<file path="config.mk">
export PLATFORM = sky130hd
export DESIGN_NAME = pp_adder_pipe_flat
export DESIGN_NICKNAME = d
export VERILOG_FILES = /design/src/rtl/pp_adder_pipe_pkg.sv /design/src/rtl/pp_adder_pipe_if.sv /design/src/rtl/pp_carry_chain.sv /design/src/rtl/pp_adder_pipe.sv /design/src/flat_wrapper.sv
export SDC_FILE = /design/constraint.sdc
export NUM_CORES = 1
export LEC_CHECK = 0
export ABC_AREA = 1
export CORE_MARGIN = 3
export CORE_UTILIZATION = 26
export DETAILED_ROUTE_END_ITERATION = 8
export SYNTH_ARGS = -nofsm -noshare
export SYNTH_HDL_FRONTEND = slang
export SYNTH_HIERARCHICAL = 1
export SYNTH_SLANG_ARGS = --single-unit
</file>
<file path="constraint.sdc">
create_clock -name clk_50 -period 2.8 [get_ports clk_50]
set_input_delay 0.56 -clock clk_50 [delete_from_list [all_inputs] [get_ports clk_50]]
set_output_delay 0.56 -clock clk_50 [all_outputs]
set_load 0.03 [all_outputs]
</file>
<file path="src/rtl/pp_adder_pipe_pkg.sv">
// pp_adder_pipe_pkg: shared odd-parity helper and err_flags bit indices
package pp_adder_pipe_pkg;
    localparam int IN_PERR   = 0;
    localparam int OUT_PERR  = 1;
    localparam int PAR_MAX_W = 64;
    // True when the XOR over all bits is 1; zero-extending a narrower word leaves the result unchanged.
    function automatic logic odd_ok(input logic [PAR_MAX_W-1:0] v);
        return ^v;
    endfunction
endpackage

</file>
<file path="src/rtl/pp_adder_pipe_if.sv">
// pp_adder_pipe_if: operand/result handshake, fault injection and error-log signals.
// master = operand source / result consumer, slave = the adder pipeline.
interface pp_adder_pipe_if #(
    parameter int WIDTH     = 8,
    parameter int ERR_CNT_W = 8
);
    logic                 in_valid;
    logic                 in_ready;
    logic [WIDTH-1:0]     a;
    logic [WIDTH-1:0]     b;
    logic                 cin;
    logic                 par_in;
    logic [WIDTH-1:0]     inj_mask;
    logic                 out_valid;
    logic                 out_ready;
    logic [WIDTH-1:0]     s;
    logic                 cout;
    logic                 par_out;
    logic                 error_out;
    logic [1:0]           err_flags;
    logic [ERR_CNT_W-1:0] err_count;
    logic                 err_clr;
    modport master (
        output in_valid, a, b, cin, par_in, inj_mask, out_ready, err_clr,
        input  in_ready, out_valid, s, cout, par_out, error_out, err_flags, err_count
    );
    modport slave (
        input  in_valid, a, b, cin, par_in, inj_mask, out_ready, err_clr,
        output in_ready, out_valid, s, cout, par_out, error_out, err_flags, err_count
    );
endinterface

</file>
<file path="src/rtl/pp_carry_chain.sv">
// pp_carry_chain: ripple carry vector for parity prediction.
// Ports: a_i, b_i, cin_i operands; c_o[i] = carry into bit i (c_o[0] = cin_i); cout_o = carry out of the MSB.
module pp_carry_chain #(
    parameter int WIDTH = 8
) (
    input  logic [WIDTH-1:0] a_i,
    input  logic [WIDTH-1:0] b_i,
    input  logic             cin_i,
    output logic [WIDTH-1:0] c_o,
    output logic             cout_o
);
    logic [WIDTH:0] k;
    always_comb begin
        k[0] = cin_i;
        for (int i = 0; i < WIDTH; i++) k[i+1] = (a_i[i] & b_i[i]) | ((a_i[i] | b_i[i]) & k[i]);
    end
    assign c_o    = k[WIDTH-1:0];
    assign cout_o = k[WIDTH];
endmodule

</file>
<file path="src/rtl/pp_adder_pipe.sv">
// pp_adder_pipe: two-stage parity-predicted adder with self-check, sticky flags and saturating error counter.
// Ports: clk_50 clock, reset_l async active-low reset, bus (slave) carrying operands, handshakes,
// fault-injection mask, checked sum with predicted parity, error flags/counter and their clear.
module pp_adder_pipe
    import pp_adder_pipe_pkg::*;
#(
    parameter int WIDTH     = 8,
    parameter int ERR_CNT_W = 8
) (
    input logic            clk_50,
    input logic            reset_l,
    pp_adder_pipe_if.slave bus
);
    logic                 s1_valid_q, s1_valid_d;
    logic [WIDTH-1:0]     a_q, a_d, b_q, b_d;
    logic                 cin_q, cin_d, par_q, par_d;
    logic                 out_valid_q, out_valid_d;
    logic [WIDTH-1:0]     s_q, s_d;
    logic                 cout_q, cout_d, par_out_q, par_out_d;
    logic [1:0]           perr_q, perr_d, flags_q, flags_d, new_err;
    logic [ERR_CNT_W-1:0] cnt_q, cnt_d;
    logic                 ld1, ld2, acc, mv, hs;
    logic [WIDTH-1:0]     carry, sum, s_new;
    logic                 chain_cout, p_new;

    pp_carry_chain #(.WIDTH(WIDTH)) u_chain (
        .a_i   (a_q),
        .b_i   (b_q),
        .cin_i (cin_q),
        .c_o   (carry),
        .cout_o(chain_cout)
    );

    assign ld2 = !out_valid_q || bus.out_ready;
    assign ld1 = !s1_valid_q || ld2;
    assign acc = ld1 && bus.in_valid;
    assign mv  = ld2 && s1_valid_q;
    assign hs  = out_valid_q && bus.out_ready;
    // Sum comes from a separate adder so a single fault in either chain shows up as a parity mismatch.
    assign sum = a_q + b_q + WIDTH'(cin_q);

    always_comb begin
        s_new             = sum ^ bus.inj_mask;
        p_new             = par_q ^ (^carry);
        new_err           = '0;
        new_err[IN_PERR]  = !odd_ok(PAR_MAX_W'({a_q, b_q, par_q}));
        new_err[OUT_PERR] = !odd_ok(PAR_MAX_W'({s_new, p_new}));
        s1_valid_d        = ld1 ? bus.in_valid : s1_valid_q;
        a_d               = acc ? bus.a : a_q;
        b_d               = acc ? bus.b : b_q;
        cin_d             = acc ? bus.cin : cin_q;
        par_d             = acc ? bus.par_in : par_q;
        out_valid_d       = ld2 ? s1_valid_q : out_valid_q;
        s_d               = mv ? s_new : s_q;
        cout_d            = mv ? chain_cout : cout_q;
        par_out_d         = mv ? p_new : par_out_q;
        perr_d            = mv ? new_err : perr_q;
        flags_d           = bus.err_clr ? '0 : hs ? (flags_q | perr_q) : flags_q;
        cnt_d             = bus.err_clr ? '0 : (hs && |perr_q && !(&cnt_q)) ? cnt_q + ERR_CNT_W'(1) : cnt_q;
    end

    always_ff @(posedge clk_50 or negedge reset_l) begin
        if (!reset_l) begin
            s1_valid_q  <= 1'b0;
            a_q         <= '0;
            b_q         <= '0;
            cin_q       <= 1'b0;
            par_q       <= 1'b0;
            out_valid_q <= 1'b0;
            s_q         <= '0;
            cout_q      <= 1'b0;
            par_out_q   <= 1'b1;
            perr_q      <= '0;
            flags_q     <= '0;
            cnt_q       <= '0;
        end else begin
            s1_valid_q  <= s1_valid_d;
            a_q         <= a_d;
            b_q         <= b_d;
            cin_q       <= cin_d;
            par_q       <= par_d;
            out_valid_q <= out_valid_d;
            s_q         <= s_d;
            cout_q      <= cout_d;
            par_out_q   <= par_out_d;
            perr_q      <= perr_d;
            flags_q     <= flags_d;
            cnt_q       <= cnt_d;
        end
    end

    assign bus.in_ready  = ld1;
    assign bus.out_valid = out_valid_q;
    assign bus.s         = s_q;
    assign bus.cout      = cout_q;
    assign bus.par_out   = par_out_q;
    assign bus.error_out = |perr_q;
    assign bus.err_flags = flags_q;
    assign bus.err_count = cnt_q;
endmodule

</file>
<file path="src/flat_wrapper.sv">
// flat-port wrapper written by rule: the top's interface ports become plain ports
module pp_adder_pipe_flat import pp_adder_pipe_pkg::*;
#(
    parameter int WIDTH     = 8,
    parameter int ERR_CNT_W = 8
)
  (clk_50, reset_l, bus_in_valid, bus_a, bus_b, bus_cin, bus_par_in, bus_inj_mask, bus_out_ready, bus_err_clr, bus_in_ready, bus_out_valid, bus_s, bus_cout, bus_par_out, bus_error_out, bus_err_flags, bus_err_count);
  pp_adder_pipe_if #(.WIDTH(WIDTH), .ERR_CNT_W(ERR_CNT_W)) bus_i ();
  input logic clk_50;
  input logic reset_l;
  input wire logic [$bits(bus_i.in_valid)-1:0] bus_in_valid;
  input wire logic [$bits(bus_i.a)-1:0] bus_a;
  input wire logic [$bits(bus_i.b)-1:0] bus_b;
  input wire logic [$bits(bus_i.cin)-1:0] bus_cin;
  input wire logic [$bits(bus_i.par_in)-1:0] bus_par_in;
  input wire logic [$bits(bus_i.inj_mask)-1:0] bus_inj_mask;
  input wire logic [$bits(bus_i.out_ready)-1:0] bus_out_ready;
  input wire logic [$bits(bus_i.err_clr)-1:0] bus_err_clr;
  output wire logic [$bits(bus_i.in_ready)-1:0] bus_in_ready;
  output wire logic [$bits(bus_i.out_valid)-1:0] bus_out_valid;
  output wire logic [$bits(bus_i.s)-1:0] bus_s;
  output wire logic [$bits(bus_i.cout)-1:0] bus_cout;
  output wire logic [$bits(bus_i.par_out)-1:0] bus_par_out;
  output wire logic [$bits(bus_i.error_out)-1:0] bus_error_out;
  output wire logic [$bits(bus_i.err_flags)-1:0] bus_err_flags;
  output wire logic [$bits(bus_i.err_count)-1:0] bus_err_count;
  assign bus_i.in_valid = bus_in_valid;
  assign bus_i.a = bus_a;
  assign bus_i.b = bus_b;
  assign bus_i.cin = bus_cin;
  assign bus_i.par_in = bus_par_in;
  assign bus_i.inj_mask = bus_inj_mask;
  assign bus_i.out_ready = bus_out_ready;
  assign bus_i.err_clr = bus_err_clr;
  assign bus_in_ready = bus_i.in_ready;
  assign bus_out_valid = bus_i.out_valid;
  assign bus_s = bus_i.s;
  assign bus_cout = bus_i.cout;
  assign bus_par_out = bus_i.par_out;
  assign bus_error_out = bus_i.error_out;
  assign bus_err_flags = bus_i.err_flags;
  assign bus_err_count = bus_i.err_count;
  pp_adder_pipe #(.WIDTH(WIDTH), .ERR_CNT_W(ERR_CNT_W)) u_core (.clk_50(clk_50), .reset_l(reset_l), .bus(bus_i));
endmodule
</file>
; After elaboration in Yosys (flattened, before gate mapping)
; Index checks and enable logic that the tools add are counted.
[totals]
output_inout_bits = 23
register_bits = 42
input_bits = 31
[classes]
n_reduce_logical = 19
addsub = 3
muxes = 4
bitwise_logic = 35
[ops]
columns = operator, count
row1 = parity 64 bit, 2
row2 = bitwise AND 1 bit, 16
row3 = 2-to-1 mux 8 bit, 2
row4 = OR 1 bit, 16
row5 = adder 8 x 1 -> 8 bit, 1
row6 = "adder 8 x 1 -> 8 bit, second input constant", 1
row7 = adder 8 bit, 1
row8 = AND reduction 8 bit, 1
row9 = parity 8 bit, 1
row10 = bitwise XOR 8 bit, 1
row11 = logical AND 1 bit, 5
row12 = logical NOT 1 bit, 5
row13 = 2-to-1 mux 2 bit, 2
row14 = nonzero test 2 bit, 2
row15 = logical OR 1 bit, 2
row16 = OR 2 bit, 1
row17 = OR reduction 2 bit, 1
row18 = bitwise XOR 1 bit, 1

; Logic depth before layout (Yosys ltp)
[depth]
ltp_word = 19
depth_mapped = 21

; Cells and area by module
; Netlist, hierarchy kept.
[by_module_without_submodules]
columns = module, seq_area_each_um2, instances, area_per_inst_um2, cells_per_inst
row1 = pp_adder_pipe, 1052.3, 1, 2532.4, 294
row2 = pp_carry_chain, 0.0, 1, 230.2, 41

; Least setup slack after synthesis
; OpenSTA, ideal clock, no wires.
[synth_path]
path_kind = register -> register
from = reg u_core.a_q[0]
to = reg u_core.perr_q[1]
synth_period_minus_slack_ns = 2.339
path_stages_with_launch = 16
path_buffers = 0
slack_ns = 0.461
arrival_time_ns = 2.221
cell_sequence = dfrtp_1 > fa_1 > fa_1 > xnor2_1 > nand2b_1 > nand2_1 > inv_1 > nand2_1 > nand2_1 > nand2_1 > nand2_1 > nand2_2 > nand2_1 > nand2_1 > nand3_1 > nand2_1
[synth_between]
elab_chain_len = 19
elab_cells_between_ends = 23
cone_classes = add/sub: 2 / bitwise: 18 / reduce/logical: 3
[synth_lines]
columns = item, line
row1 = "start, declared", pp_adder_pipe.sv:15  ; logic [WIDTH-1:0] a_q, a_d, b_q, b_d;
row2 = "start signal, assigned", pp_adder_pipe.sv:65  ; a_q <= '0;
row3 = "start signal, assigned", pp_adder_pipe.sv:78  ; a_q <= a_d;
row4 = OR 1 bit, pp_carry_chain.sv:15  ; for (int i = 0; i < WIDTH; i++) k[i+1] = (a_i[i] & b_i[i]) | ((a_i[i] | b_i[i]) & k[i]);
row5 = bitwise AND 1 bit, pp_carry_chain.sv:15
row6 = OR 1 bit, pp_carry_chain.sv:15
row7 = bitwise AND 1 bit, pp_carry_chain.sv:15
row8 = OR 1 bit, pp_carry_chain.sv:15
row9 = bitwise AND 1 bit, pp_carry_chain.sv:15
row10 = OR 1 bit, pp_carry_chain.sv:15
row11 = bitwise AND 1 bit, pp_carry_chain.sv:15
row12 = [... 3 more ...], --
row13 = bitwise AND 1 bit, pp_carry_chain.sv:15
row14 = OR 1 bit, pp_carry_chain.sv:15
row15 = bitwise AND 1 bit, pp_carry_chain.sv:15
row16 = OR 1 bit, pp_carry_chain.sv:15
row17 = parity 8 bit, pp_adder_pipe.sv:44  ; p_new = par_q ^ (^carry);
row18 = bitwise XOR 1 bit, pp_adder_pipe.sv:44
row19 = parity 64 bit (*), pp_adder_pipe_pkg.sv:8  ; return ^v;
row20 = logical NOT 1 bit (*), pp_adder_pipe.sv:47  ; new_err[OUT_PERR] = !odd_ok(PAR_MAX_W'({s_new, p_new}));
row21 = "end signal, assigned", pp_adder_pipe.sv:86  ; perr_q <= perr_d;
row22 = "end, declared", pp_adder_pipe.sv:20  ; logic [1:0] perr_q, perr_d, flags_q, flags_d, new_err;
; Mark *: on every way between the ends. The rest lies on a longest branch, timed or not.
; A chain may end at the register's enable or synchronous reset.

; Final worst setup path
; Same ends and word-level chain as after synthesis.

==> run_results.csv <==
group,metric,value,unit
cts,postCtsHoldBufs,0,
cts,root_buffer,"clkbuf_8",
die,die_w,109,um
worst_setup_path,crit_family,"adder cells",
worst_setup_path,critPathKind,"flop to flop",
sta,max_freq,0.390,GHz
synth,synthMuxAreaShare,6.93,%
finish,post-route-util,34.5,%
sta,setup_ws,0.233,ns
die,core_area,10300,um2
synth,syn_inst,335,
synth,ys_seq_area_share,38.1,%
worst_setup_path,critPathSlowestCell,"fa_1",
sta,period_share,91.7,%
route,drt_iter0_drc,112,
worst_setup_path,cp_num_buf_inv,1,
cts,clock_sinks,42,
worst_hold_path,hp-class,"input pin to async pin",
cts,cts_buffers,5,
finish,final_area,3560,um2
global_route,grt-ovfl-total,0,
worst_setup_path,worstPathRequired,2.99,ns
cts,clock_latency,0.29,ns
die,fp.dieArea,11900,um2
synth,synth.distinct_cells,31,
global_route,grt_use_total,10.8,%
synth,synth-compound-area-share,6.30,%
synth,synth-warning-count,6,
worst_setup_path,cp-end-kind,"flop",
finish,drive_gt1_share,13.0,%
pwr,power_leakage,1.62,nW
placed_design,dp_hpwl,4.85,mm
die,die_h,109,um
cts,clock_path_buffers,2,
sta,relSlewSlack,35.9,%
worst_setup_path,reg2reg_from,"u_core/a_q[0]",
sta,hold_viol,0,
worst_setup_path,reg2regPathDepth,13,
worst_setup_path,crit_chain,"fa_1, fa_1, xnor2_1, nand2b_1, nand2_1, inv_1, nand2_1, nand3_1, nand2_1, nand2_2, nand3_1, nand3_1, nand2_1",
route,dr.max_layer_used,"met4",
pwr,switchingPower,1.35,mW
global_route,grt_max_degree,43,
run,max-cap-violations,0,
cts,cts_tree,"done",
synth,synthesis.nets,375,
synth,synth_fa_ha_area_share,4.62,%
die,ios,54,
finish,fillers,1070,
synth,ys_ff_latch,42,
sta,setup_viol,0,
cts,ctsHtreeMaxLevel,2,
pwr,p_clk_share,15.8,%
finish,syn_to_final_growth,28.8,%
route,routed_wl,6.10,mm
placed_design,place_area,3440,um2
sta,drv_slew,0,
synth,synth_xor_area_share,10.5,%
worst_setup_path,worstPathArrival,2.76,ns
cts,path_clk_slew,0.09,ns
synth,synthTopCellsByArea,"dfrtp_1 (37%), nand2_1 (12%), xnor2_1 (7.0%), mux2_2 (6.9%), inv_1 (5.3%)",
sta,setup-tns-final,0,ns
sta,min_period,2.57,ns
pwr,vdd_drop_max,0.285,mV
worst_setup_path,startpoint_type,"flop",
synth,syn_avg_cell_area,8.25,um2
route,ant_nets,0,
cts,cts_resized,0,
route,wl_met1,3.02,mm
cts,postCtsSetupRepairBufs,0,
worst_setup_path,critical-path-max-stage-delay,0.51,ns
route,vias,2275,
die,fp-row-count,37,
global_route,grt_pass1_vias,2147,
worst_setup_path,cpMostUsedCell,"nand2_1",
route,route.met3.wl,320,um
synth,synth_area,2760,um2
finish,fin_cells,529,
placed_design,pre_cts_ws,0.199,ns
route,met2WireLength,2.72,mm
outcome,status,"complete, no violations",
placed_design,placedCellCount,521,
synth,yosysTopAreaCell,"dfrtp_1",
route,viasPerCell,4.30,
finish,nets,432,
placed_design,gp_congestion,0.814,
route,dr.pass1.iters,4,
worst_setup_path,critPathMaxFanout,5,
worst_setup_path,r2r_end,"u_core/perr_q[1]",
pwr,seq_power_share,28.4,%
global_route,grt_pass1_wl,10.3,mm
synth,synth_simple_gate_area_share,27.0,%
route,routedWlPerCell,11.5,um
pwr,power.density,877,nW/um2
worst_setup_path,rrSetupSlack,0.23,ns
pwr,intPower,1.77,mW
finish,diodes,0,
die,initial_core_util,26.8,%
sta,fin_worst_skew,0.00760,ns
pwr,swShare,43.3,%
sta,rsz0062_at_grt,"no",
placed_design,io_buffers,53,
pwr,comb_power_share,55.8,%
global_route,antenna_found_initial,0,
route,drc_errors,0,
synth,synth_top_area_share,37.1,%
sta,worst_slew_pin_slew,0.962,ns
synth,synth_top_family_by_area,"simple AND/OR/NAND/NOR gates",
==> cell usage in the layout (no fill, tap or decap), types with 2 or more instances in the layout <==
cell	instances
ha_1	7
nand2_1	87
nand2_2	6
nand4_1	3
nand3_1	29
buf_4	2
clkdlybuf4s50_1	52
a21oi_1	9
o21ai_0	17
clkbuf_8	5
dfrtp_1	41
xor2_1	10
or2_1	2
nand3_2	9
nor3_1	2
fa_1	2
or2_4	2
o21a_1	3
mux2_2	17
nor2_1	9
xnor2_1	22
or2_2	4
inv_1	39
==> power by group through the flow <==
stage / Combinational, mW / Sequential, mW / Clock, mW
after global placement: 1.71 / 0.899 / 0
final: 1.74 / 0.887 / 0.492
after floorplan: 1.11 / 1.05 / 0
after CTS: 1.76 / 0.891 / 0.516
after detailed placement: 1.75 / 0.903 / 0
after global routing: 1.95 / 0.917 / 0.539
==> logic make-up after synthesis <==
logic type	after synthesis
AO/OA/AOI/OAI	32
XOR/XNOR	33
adder cells (fa/ha/maj)	9
buffers and inverters	45
flip-flops	42
multiplexers	17
AND/OR/NAND/NOR	157
==> layout make-up <==
cell class,instances,area (um2),area share [%]
clock buffer,6,72.6,2.04
tap,136,170,4.78
timing repair buffer,55,541,15.2
inverter,40,150,4.22
sequential,42,1050,29.6
multi-input combinational,248,1540,43.1
clock inverter,2,37.5,1.05
==> worst max path at each step <==
stage	from	to	slack, ns	depth (start not counted)
after global routing	u_core/a_q[0]	u_core/perr_q[1]	0.004	15
after CTS	u_core/a_q[0]	u_core/perr_q[1]	0.20	13
after detailed placement	u_core/a_q[0]	u_core/perr_q[1]	0.20	13
after global placement	u_core/a_q[0]	u_core/perr_q[1]	0.30	13
final	u_core/a_q[0]	u_core/perr_q[1]	0.23	13
after floorplan	u_core/a_q[0]	u_core/perr_q[1]	0.46	15
==> routing by layer <==
layer  track usage (%)  up-vias
li1                  -     1195
met1              15.7     1029
met3              2.31        4
met2              16.6       47
met5                 0        -
met4              1.89        0
==> synthesized netlist by cell type <==
cell type,instances
nand2_1,87
a21o_1,1
fa_1,2
buf_4,3
nor2_1,9
nand3_2,9
a31oi_1,1
nand4_1,3
mux2_2,17
or2_1,2
o21ai_0,17
or2_2,4
nor3b_1,1
ha_1,7
inv_1,39
dfstp_2,1
nand3_1,29
nand2_2,6
o21bai_1,1
or2_4,2
dfrtp_1,41
a21oi_1,9
o21a_1,3
nand2b_1,1
xnor2_1,22
buf_2,2
xor2_1,11
nor3_1,2
nand3b_1,1
clkinv_1,1
and2_2,1
==> flip-flops by register name (all words and copies together) (netlist names) <==
name,count
u_core/a_q,8
u_core/b_q,8
u_core/bus.err_count,8
u_core/bus.s,8
u_core/bus.err_flags,2
u_core/perr_q,2
u_core/bus.cout,1
u_core/bus.out_valid,1
u_core/bus.par_out,1
u_core/cin_q,1
u_core/par_q,1
u_core/s1_valid_q,1
==> per-stage QoR <==
step	total power, mW	hold slack (ns)
floorplan	2.16	0.264
global placement	2.61	0.466
detailed placement	2.65	0.473
CTS	3.16	0.453
global route	3.41	0.493
finish	3.12	0.421
No activity file was read; power rests on OpenSTA's default activity.
